`config.mk`:
```
export PLATFORM = sky130hd
export DESIGN_NAME = fwd_hazard_unit
export DESIGN_NICKNAME = d
export VERILOG_FILES = /design/src/rtl/fwd_pkg.sv /design/src/rtl/mul_scoreboard.sv /design/src/rtl/fwd_hazard_unit.sv
export SDC_FILE = /design/constraint.sdc
export NUM_CORES = 1
export LEC_CHECK = 0
export CELL_PAD_IN_SITES_DETAIL_PLACEMENT = 1
export CELL_PAD_IN_SITES_GLOBAL_PLACEMENT = 1
export CORE_MARGIN = 3
export CORE_UTILIZATION = 21
export CTS_BUF_LIST = sky130_fd_sc_hd__clkbuf_8
export DETAILED_ROUTE_END_ITERATION = 8
export GPL_TIMING_DRIVEN = 0
export HOLD_SLACK_MARGIN = 0.03
export PLACE_DENSITY = 0.87
export SYNTH_ARGS = -nofsm -noshare
export SYNTH_HDL_FRONTEND = slang
export SYNTH_HIERARCHICAL = 1
export SYNTH_SLANG_ARGS = --single-unit
```
`constraint.sdc`:
```
create_clock -name clk -period 2.5 [get_ports clk]
set_clock_uncertainty 0.2 [all_clocks]
set_input_delay 0.375 -clock clk [delete_from_list [all_inputs] [get_ports clk]]
set_output_delay 0.375 -clock clk [all_outputs]
set_load 0.02 [all_outputs]
```
`src/rtl/fwd_pkg.sv`:
```
// Shared encodings and types for the forwarding / hazard unit.
package fwd_pkg;

  // Operand source encoding presented on fwd_sel1/fwd_sel2
  localparam logic [1:0] FWD_REG   = 2'd0;
  localparam logic [1:0] FWD_EXMEM = 2'd1;
  localparam logic [1:0] FWD_MUL   = 2'd2;
  localparam logic [1:0] FWD_MEMWB = 2'd3;

  // Default register index width of the core
  localparam int SB_RD_W = 5;

  // One in-flight multiply as tracked by the scoreboard
  typedef struct packed {
    logic               valid;
    logic [SB_RD_W-1:0] rd;
  } sb_entry_t;

endpackage

```
`src/rtl/mul_scoreboard.sv`:
```
// Shift register tracking in-flight multiplies from EX until their result
// appears on the multiplier output (tail stage).
module mul_scoreboard
  import fwd_pkg::*;
#(
  parameter int MUL_LAT    = 3,
  parameter int REG_ADDR_W = 5
) (
  input  logic                                 clk,
  input  logic                                 rst,
  input  logic                                 issue_valid,
  input  logic [REG_ADDR_W-1:0]                issue_rd,
  output logic [MUL_LAT-1:0]                   stage_valid,
  output logic [MUL_LAT-1:0][REG_ADDR_W-1:0]   stage_rd,
  output logic                                 tail_valid,
  output logic [REG_ADDR_W-1:0]                tail_rd
);

  // Valid bits advance every cycle; reset discards anything in flight
  always_ff @(posedge clk) begin
    if (rst) begin
      stage_valid <= '0;
    end else begin
      stage_valid[0] <= issue_valid;
      for (int i = 1; i < MUL_LAT; i++) begin
        stage_valid[i] <= stage_valid[i-1];
      end
    end
  end

  // Destination indices ride alongside the valids; only meaningful when valid
  always_ff @(posedge clk) begin
    stage_rd[0] <= issue_rd;
    for (int i = 1; i < MUL_LAT; i++) begin
      stage_rd[i] <= stage_rd[i-1];
    end
  end

  assign tail_valid = stage_valid[MUL_LAT-1];
  assign tail_rd    = stage_rd[MUL_LAT-1];

endmodule

```
`src/rtl/fwd_hazard_unit.sv`:
```
// Operand forwarding and hazard detection for the 5-stage pipeline with a
// multi-cycle multiplier. Stall freezes PC/IF-ID and bubbles ID/EX.
module fwd_hazard_unit
  import fwd_pkg::*;
#(
  parameter int DATA_W     = 32,
  parameter int REG_ADDR_W = 5,
  parameter int MUL_LAT    = 3,
  parameter int CNT_W      = 16
) (
  input  logic                  clk,
  input  logic                  rst,
  input  logic [REG_ADDR_W-1:0] id_rs1,
  input  logic [REG_ADDR_W-1:0] id_rs2,
  input  logic                  id_rs1_used,
  input  logic                  id_rs2_used,
  input  logic [REG_ADDR_W-1:0] id_rd,
  input  logic                  id_reg_write,
  input  logic                  ex_valid,
  input  logic [REG_ADDR_W-1:0] ex_rs1,
  input  logic [REG_ADDR_W-1:0] ex_rs2,
  input  logic [DATA_W-1:0]     ex_reg1_data,
  input  logic [DATA_W-1:0]     ex_reg2_data,
  input  logic [REG_ADDR_W-1:0] ex_rd,
  input  logic                  ex_reg_write,
  input  logic                  ex_is_load,
  input  logic                  ex_is_mul,
  input  logic [REG_ADDR_W-1:0] exmem_rd,
  input  logic                  exmem_reg_write,
  input  logic [DATA_W-1:0]     exmem_alu_data,
  input  logic [REG_ADDR_W-1:0] memwb_rd,
  input  logic                  memwb_reg_write,
  input  logic [DATA_W-1:0]     memwb_wb_data,
  input  logic [DATA_W-1:0]     mul_res_data,
  output logic [DATA_W-1:0]     ex_op1,
  output logic [DATA_W-1:0]     ex_op2,
  output logic [1:0]            fwd_sel1,
  output logic [1:0]            fwd_sel2,
  output logic                  mul_wb_valid,
  output logic [REG_ADDR_W-1:0] mul_wb_rd,
  output logic                  stall,
  output logic [CNT_W-1:0]      stall_cnt
);

  // An EX multiply must be waited on by a dependent reader unless its result
  // reaches the tail in time for that reader's EX (only true for MUL_LAT=1)
  localparam bit EX_MUL_RAW = (MUL_LAT >= 2);

  logic [MUL_LAT-1:0]                 sb_valid;
  logic [MUL_LAT-1:0][REG_ADDR_W-1:0] sb_rd;
  logic                               sb_tail_valid;
  logic [REG_ADDR_W-1:0]              sb_tail_rd;
  logic                               ex_mul_wr;
  logic                               ld_use;
  logic                               mul_raw;
  logic                               mul_waw;

  assign ex_mul_wr = ex_valid & ex_is_mul & ex_reg_write;

  mul_scoreboard #(
    .MUL_LAT    (MUL_LAT),
    .REG_ADDR_W (REG_ADDR_W)
  ) u_sb (
    .clk         (clk),
    .rst         (rst),
    .issue_valid (ex_mul_wr && (ex_rd != '0)),
    .issue_rd    (ex_rd),
    .stage_valid (sb_valid),
    .stage_rd    (sb_rd),
    .tail_valid  (sb_tail_valid),
    .tail_rd     (sb_tail_rd)
  );

  assign mul_wb_valid = sb_tail_valid & ~rst;
  assign mul_wb_rd    = sb_tail_rd;

  // Forwarding source for one EX operand; x0 never forwards and the
  // youngest writer (EX/MEM) wins over the retiring multiply
  function automatic logic [1:0] pick_src(
    input logic [REG_ADDR_W-1:0] rs,
    input logic                  em_we,
    input logic [REG_ADDR_W-1:0] em_rd,
    input logic                  mu_v,
    input logic [REG_ADDR_W-1:0] mu_rd,
    input logic                  mw_we,
    input logic [REG_ADDR_W-1:0] mw_rd
  );
    logic [1:0] sel;
    sel = FWD_REG;
    if (rs != '0) begin
      if (em_we && (em_rd == rs))      sel = FWD_EXMEM;
      else if (mu_v && (mu_rd == rs))  sel = FWD_MUL;
      else if (mw_we && (mw_rd == rs)) sel = FWD_MEMWB;
    end
    return sel;
  endfunction

  function automatic logic [DATA_W-1:0] pick_data(
    input logic [1:0]        sel,
    input logic [DATA_W-1:0] rf,
    input logic [DATA_W-1:0] em,
    input logic [DATA_W-1:0] mu,
    input logic [DATA_W-1:0] mw
  );
    logic [DATA_W-1:0] d;
    case (sel)
      FWD_EXMEM: d = em;
      FWD_MUL:   d = mu;
      FWD_MEMWB: d = mw;
      default:   d = rf;
    endcase
    return d;
  endfunction

  // A used, non-zero ID source that matches a given destination
  function automatic logic src_hit(
    input logic [REG_ADDR_W-1:0] rs,
    input logic                  used,
    input logic [REG_ADDR_W-1:0] rd
  );
    return used && (rs != '0) && (rs == rd);
  endfunction

  assign fwd_sel1 = pick_src(ex_rs1, exmem_reg_write, exmem_rd, mul_wb_valid, mul_wb_rd,
                             memwb_reg_write, memwb_rd);
  assign fwd_sel2 = pick_src(ex_rs2, exmem_reg_write, exmem_rd, mul_wb_valid, mul_wb_rd,
                             memwb_reg_write, memwb_rd);
  assign ex_op1   = pick_data(fwd_sel1, ex_reg1_data, exmem_alu_data, mul_res_data, memwb_wb_data);
  assign ex_op2   = pick_data(fwd_sel2, ex_reg2_data, exmem_alu_data, mul_res_data, memwb_wb_data);

  // Hazard detection: load-use, multiply RAW and multiply WAW
  always_comb begin
    ld_use  = ex_valid && ex_is_load && ex_reg_write &&
              (src_hit(id_rs1, id_rs1_used, ex_rd) || src_hit(id_rs2, id_rs2_used, ex_rd));
    mul_raw = EX_MUL_RAW && ex_mul_wr &&
              (src_hit(id_rs1, id_rs1_used, ex_rd) || src_hit(id_rs2, id_rs2_used, ex_rd));
    mul_waw = ex_mul_wr && id_reg_write && (id_rd != '0) && (id_rd == ex_rd);
    for (int k = 0; k < MUL_LAT; k++) begin
      // Entries at stage MUL_LAT-2 reach the tail exactly when the reader hits EX
      if (sb_valid[k] && (k < MUL_LAT - 2) &&
          (src_hit(id_rs1, id_rs1_used, sb_rd[k]) || src_hit(id_rs2, id_rs2_used, sb_rd[k])))
        mul_raw = 1'b1;
      // The tail writes back this cycle, ahead of any younger writer
      if (sb_valid[k] && (k < MUL_LAT - 1) && id_reg_write &&
          (id_rd != '0) && (id_rd == sb_rd[k]))
        mul_waw = 1'b1;
    end
  end

  assign stall = ~rst & (ld_use | mul_raw | mul_waw);

  // Saturating count of stall cycles
  always_ff @(posedge clk) begin
    if (rst) begin
      stall_cnt <= '0;
    end else if (stall && (stall_cnt != '1)) begin
      stall_cnt <= stall_cnt + CNT_W'(1);
    end
  end

endmodule

```
==> results.py <==
metrics = {
    "placed_design": {
        "placedCellCount": 1014,
        "portBuffers": 300,
        "gp_congestion": 0.9259,
        "hpwl_mm": 19.85,
        "pre_cts_slack_ns": -1.948,
        "placed_area_sq_mm": 0.007900,
    },
    "synth": {
        "avgSynthCellArea_sq_um": 7.984,
        "syn_nets": 697,
        "syn_area_sq_mm": 0.003872,
        "synth-warning-count": 6,
        "synth_cells": 485,
    },
    "clock_tree": {
        "clockRootBuffer": "clkbuf_8",
        "cts_sinks": 34,
        "clkLatencyLatePin_ns": 0.29,
        "cts.htree.levels": 2,
        "cts_tree": "built",
        "postCtsHoldBufs": 0,
        "clkSlewWorstSetupHoldPaths_ns": 0.06,
        "cts_buffer_depth": 2,
        "cts_buffers": 5,
    },
    "drt": {
        "post-route-drc-count": 0,
        "ant_nets": 0,
        "wl_per_cell_microns": 27.98,
        "viasPerCell": 5.560,
        "totalWireLength_mm": 30.67,
        "vias": 6094,
        "drtPass1Iterations": 6,
        "drtIter0Drc": 439,
    },
    "critical_path": {
        "crit_path_cell_trace": "xor2_1 > nor4_1 > nand3_1 > nand2b_4 > nor3_4 > buf_4 > buf_6 > a222oi_1 > a21oi_4 > buf_6",
        "slowest_delay_ns": 0.66,
        "cp_max_fo": 5,
        "crit_path_start": "u_sb/tail_rd[2]$_DFF_P_",
        "crit_type": "flip-flop to primary output",
        "crit_path_end_kind": "primary output",
        "critPathTopFamily": "compound AO/OA/AOI/OAI gates",
        "cp.arrival_ns": 2.70,
        "required_ns": 1.92,
        "cp_slowest_cell": "a222oi_1",
        "critPathMostFrequentCell": "buf_6",
        "crit_buf_inv": 3,
        "r2r-start": "u_sb/stage_rd[4]$_DFF_P_",
        "start_kind": "flip-flop",
    },
    "die": {
        "die-area_sq_mm": 0.02011,
        "placementRows": 49,
        "coreArea_sq_mm": 0.01802,
        "start_util_pct": 21.48,
        "die_h_microns": 141.8,
        "dieWidth_microns": 141.8,
        "io_pins": 302,
    },
    "finish": {
        "design_area_sq_mm": 0.009748,
        "layout_common_cells": "clkdlybuf4s50_1, buf_6, buf_4",
        "drive_gt1_share_pct": 47.04,
        "final_common_cell": "clkdlybuf4s50_1",
        "area_growth_pct": 151.7,
        "nNetsFinal": 1074,
        "layoutNonFillerInstCount": 1096,
    },
    "power": {
        "netSwitchingFraction_pct": 36.66,
        "p_int_mw": 1.577,
        "seqPwrFrac_pct": 22.9,
        "cellLeakagePower_nw": 3.807,
        "powerDensity_mw_per_mm2": 255.4,
        "p_sw_mw": 0.9126,
        "p_clk_share_pct": 16.3,
        "combPwrFrac_pct": 60.7,
        "vdd_drop_max_mv": 0.2380,
    },
    "global_route": {
        "grt_start_max_net_pins": 12,
        "grt_usage_pct": 25.37,
        "grt_pass1_wl_mm": 39.10,
        "grt_pass1_vias": 6450,
        "grt_remaining_overflow": 0,
        "antenna_found_initial": 6,
    },
    "status": {
        "status": "finished, violations left",
        "violations": "setup timing",
    },
    "sta": {
        "final_max_slew_viol_count": 0,
        "setup_viol": 70,
        "max_freq_mhz": 305.4,
        "finalCritPeriodShare_pct": 131.0,
        "period_needed_ns": 3.274,
        "hold_ws_ns": 0.09942,
        "worst_pin_slew_ns": 0.7336,
        "layout_setup_ws_ns": -0.7744,
        "hold_violations": 0,
        "tns_ns": -42.59,
        "rsz0062_at_grt": "true",
        "max_slew_margin_pct": 51.09,
    },
    "run": {
        "cap_viol_max_count": 0,
    },
    "worst_hold_path": {
        "hold_class": "primary input to flip-flop",
        "hp-start": "ex_rd[3]",
    },
}
==> path summary, 6_finish.rpt <==
path	to	slack, ns	cells after the start
setup / recovery	ex_op2[4]	-0.77	10
hold / removal	u_sb/stage_rd[3]$_DFF_P_	0.1	1
setup reg to reg	stall_cnt[9]$_SDFFE_PP0P_	0	9
hold reg to reg	u_sb/tail_rd[0]$_DFF_P_	0.16	0
==> routing by layer <==
| metal | vias to the layer above | part of all wire [%] | GRT usage (%) |
|---|---|---|---|
| met5 | - | 0 | 0 |
| met4 | 0 | 5.8 | 12.63 |
| met3 | 116 | 7.6 | 6.336 |
| met2 | 352 | 53 | 49.35 |
| met1 | 2999 | 33 | 24.51 |
| li1 | 2627 | - | - |
==> repair_timing <==
| action | 4_1_cts | 5_1_grt |
|---|---|---|
| endpoints found under the setup margin | 86 | 85 |
| buffers inserted | 55 | 14 |
| gates resized for setup | 639 | 150 |
| pin swaps | 63 | 68 |
| gates cloned | 9 | 2 |
==> stage by stage <==
step           power (mW)  util [%]
3_5_place_dp        1.828     43.83
2_1_floorplan       1.130         -
5_1_grt             2.577     54.08
6_report            2.489     54.08
4_1_cts             2.377     50.76
3_3_place_gp        1.804     43.83
==> state kept, by name, summed over array words and instances, names as in the netlist <==
signal and count:
u_sb/tail_rd 5, u_sb/stage_valid 3, u_sb/stage_rd 10, stall_cnt 16
==> power groups by stage <==
stage               clock, mW  sequential (mW)  combinational (mW)
CTS                     0.419            0.574                1.38
finish                  0.406            0.571                1.51
global placement            0            0.580                1.22
detailed placement          0            0.582                1.25
floorplan                   0            0.578               0.552
global route            0.439            0.572                1.57
==> final cells by class <==
cell class | count | area [sq um]
Tap cell | 229 | 286.5
Sequential cell | 34 | 709.4
Fill cell | 1893 | 8277
Clock buffer | 6 | 82.58
Inverter | 9 | 55.05
Antenna cell | 6 | 15.01
Buffer | 32 | 484.2
Multi-Input combinational cell | 404 | 4242
Timing Repair Buffer | 376 | 3874
==> worst register-to-register path, delay by kind of cell, from the launching register on <==
kind | cells | cell delay, ns
AO/OA/AOI/OAI | 3 | 0.73
AND/OR/NAND/NOR | 3 | 0.63
flip-flops | 1 | 0.37
buffers and inverters | 2 | 0.29
XOR/XNOR | 1 | 0.15
No activity file was read; power rests on OpenSTA's default activity.
